`config.mk`:
```
export PLATFORM = sky130hd
export DESIGN_NAME = reaction_timer
export DESIGN_NICKNAME = d
export VERILOG_FILES = /design/src/rtl/reaction_timer.sv
export SDC_FILE = /design/constraint.sdc
export NUM_CORES = 1
export LEC_CHECK = 0
export ABC_AREA = 1
export BUFFER_PORTS_ARGS = -buffer_cell sky130_fd_sc_hd__buf_2
export CAP_MARGIN = 10
export CORE_MARGIN = 2
export CORE_UTILIZATION = 60
export DETAILED_ROUTE_END_ITERATION = 12
export PLACE_DENSITY = 0.9
export SETUP_SLACK_MARGIN = 0.5
export SLEW_MARGIN = 20
export SYNTH_ARGS = -nofsm -noshare
export SYNTH_HDL_FRONTEND = slang
export SYNTH_SLANG_ARGS = --single-unit
```
`constraint.sdc`:
```
create_clock -name clk -period 2.53 [get_ports clk]
set_input_delay 0.1265 -clock clk [delete_from_list [all_inputs] [get_ports clk]]
set_output_delay 0.1265 -clock clk [all_outputs]
set_load 0.05 [all_outputs]
```
`src/rtl/reaction_timer.sv`:
```
// Reaction-time game controller: arms a random delay, lights the go-lamp, times the press in ms.
// Optional best-time tracking is enabled by defining REACTION_BEST_TIME_EN.
module reaction_timer #(
    parameter int CLKS_PER_MS = 25000,
    parameter int MAX_MS      = 9999
) (
    input  logic        clk,
    input  logic        rst_n,
    input  logic        button,
    input  logic        delay_done,
    output logic        start_delay,
    output logic        led,
    output logic [13:0] result_ms,
    output logic        result_valid,
    output logic        false_start,
    output logic        timeout,
    output logic [13:0] best_ms
);

    localparam int            PW         = (CLKS_PER_MS > 1) ? $clog2(CLKS_PER_MS) : 1;
    localparam logic [PW-1:0] PRESC_LAST = PW'(CLKS_PER_MS - 1);
    localparam logic [13:0]   MS_MAX     = 14'(MAX_MS);

    typedef enum logic [2:0] {
        S_IDLE,
        S_ARM,
        S_GO,
        S_DONE,
        S_FAULT
    } state_e;

    state_e        state_q, state_d;
    logic          sync1_q, sync2_q, prev_q;
    logic [PW-1:0] presc_q, presc_d;
    logic [13:0]   ms_q, ms_d;
    logic [13:0]   result_q, result_d;
    logic          valid_q, valid_d;
    logic          fs_q, fs_d;
    logic          to_q, to_d;
    logic          press;
    logic          tick;

    assign press = sync2_q & ~prev_q;
    assign tick  = (presc_q == PRESC_LAST);

    // NOTE: sequential state uses non-blocking assignments so every flop samples pre-edge values.
    always_ff @(posedge clk or negedge rst_n) begin
        if (!rst_n) begin
            state_q  <= S_IDLE;
            sync1_q  <= 1'b0;
            sync2_q  <= 1'b0;
            prev_q   <= 1'b0;
            presc_q  <= '0;
            ms_q     <= '0;
            result_q <= '0;
            valid_q  <= 1'b0;
            fs_q     <= 1'b0;
            to_q     <= 1'b0;
        end else begin
            state_q  <= state_d;
            sync1_q  <= button;
            sync2_q  <= sync1_q;
            prev_q   <= sync2_q;
            presc_q  <= presc_d;
            ms_q     <= ms_d;
            result_q <= result_d;
            valid_q  <= valid_d;
            fs_q     <= fs_d;
            to_q     <= to_d;
        end
    end

    // NOTE: every signal written here gets a default first, so no path can infer a latch.
    always_comb begin
        state_d     = state_q;
        presc_d     = presc_q;
        ms_d        = ms_q;
        result_d    = result_q;
        valid_d     = 1'b0;
        fs_d        = fs_q;
        to_d        = to_q;
        start_delay = 1'b0;
        led         = 1'b0;

        case (state_q)
            S_IDLE: begin
                if (press) begin
                    state_d = S_ARM;
                    fs_d    = 1'b0;
                    to_d    = 1'b0;
                end
            end
            S_ARM: begin
                start_delay = 1'b1;
                if (press) begin
                    state_d = S_FAULT;
                    fs_d    = 1'b1;
                end else if (delay_done) begin
                    state_d = S_GO;
                    presc_d = '0;
                    ms_d    = '0;
                end
            end
            S_GO: begin
                led = 1'b1;
                if (tick) begin
                    presc_d = '0;
                    if (ms_q != MS_MAX) ms_d = ms_q + 14'd1;
                end else begin
                    presc_d = presc_q + PW'(1);
                end
                // The wrap that lands on MAX_MS ends the round; a press in that cycle loses.
                if (tick && (ms_q >= MS_MAX - 14'd1)) begin
                    state_d  = S_DONE;
                    to_d     = 1'b1;
                    result_d = MS_MAX;
                    valid_d  = 1'b1;
                end else if (press) begin
                    state_d  = S_DONE;
                    result_d = ms_q;
                    valid_d  = 1'b1;
                end
            end
            S_DONE, S_FAULT: begin
                if (press) state_d = S_IDLE;
            end
            default: state_d = S_IDLE;
        endcase
    end

    assign result_ms    = result_q;
    assign result_valid = valid_q;
    assign false_start  = fs_q;
    assign timeout      = to_q;

`ifdef REACTION_BEST_TIME_EN
    logic [13:0] best_q;
    logic        have_best_q;
    logic        take_best;

    assign take_best = valid_d && !to_d && (!have_best_q || (result_d < best_q));

    always_ff @(posedge clk or negedge rst_n) begin
        if (!rst_n) begin
            best_q      <= '0;
            have_best_q <= 1'b0;
        end else if (take_best) begin
            best_q      <= result_d;
            have_best_q <= 1'b1;
        end
    end

    assign best_ms = best_q;
`else
    assign best_ms = '0;
`endif

endmodule

```
* Word level (Yosys, flattened, before mapping)
Index checks and enable logic that the tools add are counted.
** Word-level totals
- Register bits after elaboration :: 52
- Input bits :: 4
- Word-level logic and storage cells :: 72
- Output and inout port bits :: 33
** Operators by class
- Equality and inequality tests :: 16
- Add/subtract/negate cells :: 2
- Reductions and logical operators :: 13
- Order comparisons :: 1
- Multiplexer cells :: 28
- Bitwise operators :: 2
** Operators by type and width (count)
- 2-to-1 mux 14 bit :: 6
- 2-to-1 mux 15 bit :: 3
- case mux 15 bit (2 select lines) :: 1
- case mux 14 bit (2 select lines) :: 1
- 2-to-1 mux 3 bit :: 6
- inequality test 2 bit, second input constant :: 8
- adder 15 x 1 -> 15 bit, second input constant :: 1
- == test 15 bit, second input constant :: 1
- adder 14 x 1 -> 14 bit, second input constant :: 1
- >= comparator 14 bit, second input constant :: 1
- inequality test 14 bit, second input constant :: 1
- case mux 3 bit (4 select lines) :: 1
- AND reduction 3 bit :: 3
- 2-to-1 mux 1 bit :: 8
- nonzero test 2 bit :: 4
- == test 3 x 2 -> 1 bit, second input constant :: 2
- inequality test 3 bit, second input constant :: 2
- AND reduction 5 bit :: 1
- case mux 1 bit (2 select lines) :: 2
- AND reduction 4 bit :: 1
- == test 3 x 1 -> 1 bit, second input constant :: 1
- == test 3 bit, second input constant :: 1
- zero test 3 bit :: 1
- AND reduction 2 bit :: 1
- other kinds (4) :: 4

* Longest topological paths before layout
- Word-level depth :: 5
- Depth in mapped cells :: 14
- Mapped depth without buffers :: 14

* Worst setup path before layout
Ideal clock, no wire load.
- Path type :: reg2reg
- Start :: register ms_q[1]
- End :: register ms_q[10]
- Buffers on the path :: 1
- Data arrival time :: 1.472 ns
- Required time :: 2.414 ns
- Clock period less this slack :: 1.588 ns
- Cell stages (with the launch flop) :: 9
- Path slack :: 0.942 ns
- Path through :: dfrtp_1 > ha_1 > inv_1 > nor2_2 > nand4_2 > and3_4 > buf_6 > nand2_1 > nand2_1
** On the way
- Word-level cells in the longest chain between the ends :: 4
- Elaborated cells between the ends (all ways) :: 7
** RTL lines
- start, declared :: RTL line 35 : logic [13:0] ms_q, ms_d;
- start signal, assigned :: RTL line 65 : ms_q <= ms_d;
- adder 14 x 1 -> 14 bit :: RTL line 108 : if (ms_q != MS_MAX) ms_d = ms_q + 14'd1;
- 2-to-1 mux 14 bit :: RTL line 108
- 2-to-1 mux 14 bit :: RTL line 106 : if (tick) begin
- case mux 14 bit (2 select lines) :: RTL line 85 : case (state_q)
Several ways; a longest one is shown, not always the timed one. The select of a mux whose other input is x is not followed.
A chain may end at the register's enable or synchronous reset.

* Final worst setup path
- Start :: register state_q[0]
- End :: register ms_q[4]
** On the way
- Word-level cells in the longest chain between the ends :: 3
- Elaborated cells between the ends (all ways) :: 9
** RTL lines
- start, declared :: RTL line 32 : state_e state_q, state_d;
- start signal, assigned :: RTL line 60 : state_q <= state_d;
- == test 3 x 2 -> 1 bit / == test 3 x 1 -> 1 bit (equally long branches) :: RTL line 85
- inequality test 2 bit (no line) / nonzero test 2 bit (equally long branches)
- AND reduction 5 bit (no line)
Several ways; a longest one is shown, not always the timed one.

==> run_results.csv <==
group,metric,value,unit
run_status,status,"finished clean",
logic_synthesis,synthTopCellsByArea,"dfrtp_1 42%, nand2_1 13%, inv_1 3.8%",
timing,setup_viol,0,
logic_synthesis,synth-edff-count,0,
global_route,gr-total-overflow,0,
logic_synthesis,yosysWarnings,0,
logic_synthesis,synth_area,0.00307,mm^2
cts,clk_pin_slew,0.09,ns
critical_path,r2r_cells,7,
power_and_ir_drop,sw_frac_of_total,45.1,%
floorplanning,io_pins,37,
floorplanning,dieArea,0.00571,mm^2
job,cap_viol_max_count,0,
cts,clockBufferDepth,2,
logic_synthesis,synthMuxAreaShare,0,%
timing,period_minus_slack,1.89,ns
power_and_ir_drop,power_switching,0.00114,W
floorplanning,die_w,75.6,um
critical_path,path_max_fanout,17,
logic_synthesis,ys_types,39,
power_and_ir_drop,power_frac_comb,39.7,%
power_and_ir_drop,p_leak,1.61,nW
drt,drc,0,
global_route,grt_antenna_before_repair,0,
logic_synthesis,synthCells,381,
logic_synthesis,syn_area_per_cell,8.07,um^2
cts,cts_tree,"done",
logic_synthesis,yosysMostFrequentCell,"nand2_1",
logic_synthesis,synth_compound_area_share,8.71,%
critical_path,criticalPathCategory,"register to register",
floorplanning,core.rowCount,26,
drt,viasPerCell,5.44,
critical_path,critPathRequiredTime,2.73,ns
timing,grt_setup_unrepaired,"false",
drt,drt_wl_total,6340,um
drt,first_pass_iters,5,
global_route,track_usage,24.0,%
global_route,grt_max_degree,30,
power_and_ir_drop,p_total,0.00253,W
logic_synthesis,async_flop_share,100,%
critical_path,worstReg2RegEnd,"ms_q[4]",
critical_path,reg2reg_setup_slack,0.64,ns
critical_path,startpoint_type,"register",
logic_synthesis,ys_seq_area_share,42.3,%
worst_hold_path,hold_depth,6,
cts,cts_buffers,5,
layout,antenna_cells,0,
layout,syn_to_final_growth,6.92,%
cts,root_buffer,"clkbuf_8",
power_and_ir_drop,p_int,0.00139,W
logic_synthesis,synth_top_area_share,42.3,%
power_and_ir_drop,powerDensity,771,mW/mm^2
critical_path,r2r_start,"state_q[0]",
timing,maxSlewViolCount,0,
timing,timing.final.crit_share,74.8,%
timing,max-slew-margin-rel,55.8,%
cts,clkSinkCount,52,
layout,layout.nets,413,
global_route,grt_pass1_wl,10500,um
logic_synthesis,synthTopCellsByCount,"107 x nand2_1, 52 x dfrtp_1, 31 x inv_1, 31 x nor2_1, 23 x nand3_1",
critical_path,cp_data_arrival_time,2.10,ns
logic_synthesis,synth-simple-area-share,33.4,%
placement,dp_hpwl,4590,um
floorplanning,core,0.00501,mm^2
drt,via_count,2593,
drt,drt_iter0_markers,278,
logic_synthesis,yosysTopAreaCell,"dfrtp_1",
critical_path,cp-end-kind,"register",
global_route,first_global_vias,2290,
timing,finalHoldViolCount,0,
cts,worstSkewPairLatency,0.31,ns
floorplanning,die_height,75.6,um
timing,finalClockSkew,0.00397,ns
logic_synthesis,ys.flop_type,"dfrtp_1",
worst_hold_path,min_to,"presc_q[0]",
logic_synthesis,synth_top_family_by_area,"simple AND/OR/NAND/NOR gates",
power_and_ir_drop,p_clk_share,18.7,%
layout,drive_gt1_share,17.7,%
cts,post_cts_buffers,0,
logic_synthesis,ys_ff_latch,52,
logic_synthesis,yosys.area_share.adder,1.22,%
drt,ant_nets,0,
logic_synthesis,synth_xor_area_share,3.99,%
drt,wl_per_cell,13.3,um
floorplanning,initial_utilization,61.3,%
cts,cts.htree.levels,2,
power_and_ir_drop,irDropWorstVdd,0.000778,V
timing,setup-tns-final,0,ns
placement,port_buffers,22,
worst_hold_path,holdCritStartpoint,"delay_done",
timing,fmax,528,MHz
worst_hold_path,min_path_type,"input pin to register",
power_and_ir_drop,seq_power_share,41.5,%
placement,place.gp.congestion,0.900,
layout,fillerInstances,423,
timing,worst_pin_slew,0.662,ns
[metal layers]
metal	vias to the layer above	part of all wire (%)	wire length, um	global-route usage, %
li1	1243	-	-	-
met1	1219	44	2800	33.5
met2	122	48	3030	38.2
met3	9	7.0	447	5.03
met4	0	1.1	68	6.24
met5	-	0	0	0
[how the worst max path moves through the flow]
stage / start / endpoint / slack (ns) / cells after the start
CTS: state_q[0] / ms_q[4] / 0.70 / 7
floorplan: ms_q[1] / ms_q[10] / 0.94 / 8
detailed placement: ms_q[0] / result_ms[13] / 0.73 / 14
global placement: ms_q[0] / result_ms[13] / 0.76 / 14
global route: ms_q[0] / result_ms[13] / 0.51 / 14
finish: state_q[0] / ms_q[4] / 0.64 / 7
[power by group through the flow]
stage / Clock, W / Sequential (W) / Combinational (W)
6_report: 0.000474 / 0.00105 / 0.00101
2_1_floorplan: 0 / 0.00110 / 0.000819
4_1_cts: 0.000490 / 0.00105 / 0.000999
3_5_place_dp: 0 / 0.00106 / 0.000989
5_1_grt: 0.000513 / 0.00106 / 0.00111
3_3_place_gp: 0 / 0.00106 / 0.000956
[what timing repair did]
action,CTS,global route
hold endpoints to repair,28,0
setup endpoints to repair,0,1
hold buffers,2,0
resized for setup,0,1
[final cells by class]
| class | instances | area [um^2] | area share (%) |
|---|---|---|---|
| well taps | 70 | 87.6 | 2.67 |
| inverters | 39 | 146 | 4.46 |
| multi-input cells | 282 | 1520 | 46.2 |
| clock inverters | 2 | 16.3 | 0.495 |
| clock buffers | 6 | 72.6 | 2.21 |
| repair buffers | 26 | 145 | 4.42 |
| flip-flops and latches | 52 | 1300 | 39.6 |
[logic make-up (layout without fill, tap and decap cells)]
group | after synthesis | count (layout)
other cells | 1 | 14
buf+inv | 60 | 73
compound gates | 46 | 46
xor+xnor | 14 | 14
fa+ha+maj | 3 | 3
simple gates | 205 | 205
flops | 52 | 52
[metrics by stage]
step | util [%] | worst slack [ns] | hold slack, ns | instances | cell area, um^2
6_report | 65.6 | 0.637 | 0.324 | 477 | 3290
5_1_grt | 65.6 | 0.512 | 0.370 | 477 | 3290
4_1_cts | 65.4 | 0.695 | 0.322 | 477 | 3280
3_5_place_dp | 63.2 | 0.726 | 0.195 | 467 | 3170
3_3_place_gp | 63.2 | 0.756 | 0.181 | 467 | 3170
2_1_floorplan | - | 0.942 | -0.169 | 394 | 3120
[critical path: stages (launching register included)]
cell and delay [ns]:
dfrtp_1 0.46, nor2_2 0.20, nand2_4 0.18, inv_2 0.27
nand4_2 0.24, and3_4 0.30, nand2_1 0.08, nand2_1 0.06
[state kept, by name, indices dropped and copies added (netlist names)]
register	count
presc_q	15
ms_q	14
result_ms	14
state_q	3
false_start	1
prev_q	1
result_valid	1
sync1_q	1
sync2_q	1
timeout	1
[cell usage in the layout, fill, tap and decap left out, types with 2 or more instances in the layout]
| cell | Yosys | final |
|---|---|---|
| o21ai_0 | 11 | 11 |
| inv_2 | 7 | 7 |
| dfrtp_1 | 52 | 52 |
| o22ai_1 | 2 | 2 |
| nand3_1 | 23 | 23 |
| nand2_4 | 6 | 5 |
| conb_1 | 1 | 14 |
| inv_1 | 31 | 31 |
| o21ai_1 | 14 | 14 |
| buf_2 | 1 | 22 |
| nand4_1 | 6 | 6 |
| nor3_1 | 8 | 8 |
| nor2_1 | 31 | 31 |
| ha_1 | 3 | 3 |
| nor2_8 | 2 | 2 |
| nand2_2 | 4 | 4 |
| buf_4 | 15 | 2 |
| o21ai_2 | 7 | 7 |
| dlygate4sd3_1 | 0 | 2 |
| clkbuf_8 | 0 | 5 |
| nand2_1 | 107 | 107 |
| nor2_4 | 3 | 3 |
| xor2_1 | 13 | 13 |
| nor2_2 | 5 | 5 |
| a21oi_1 | 10 | 10 |
Note: power is estimated with default switching activity, not from simulation.
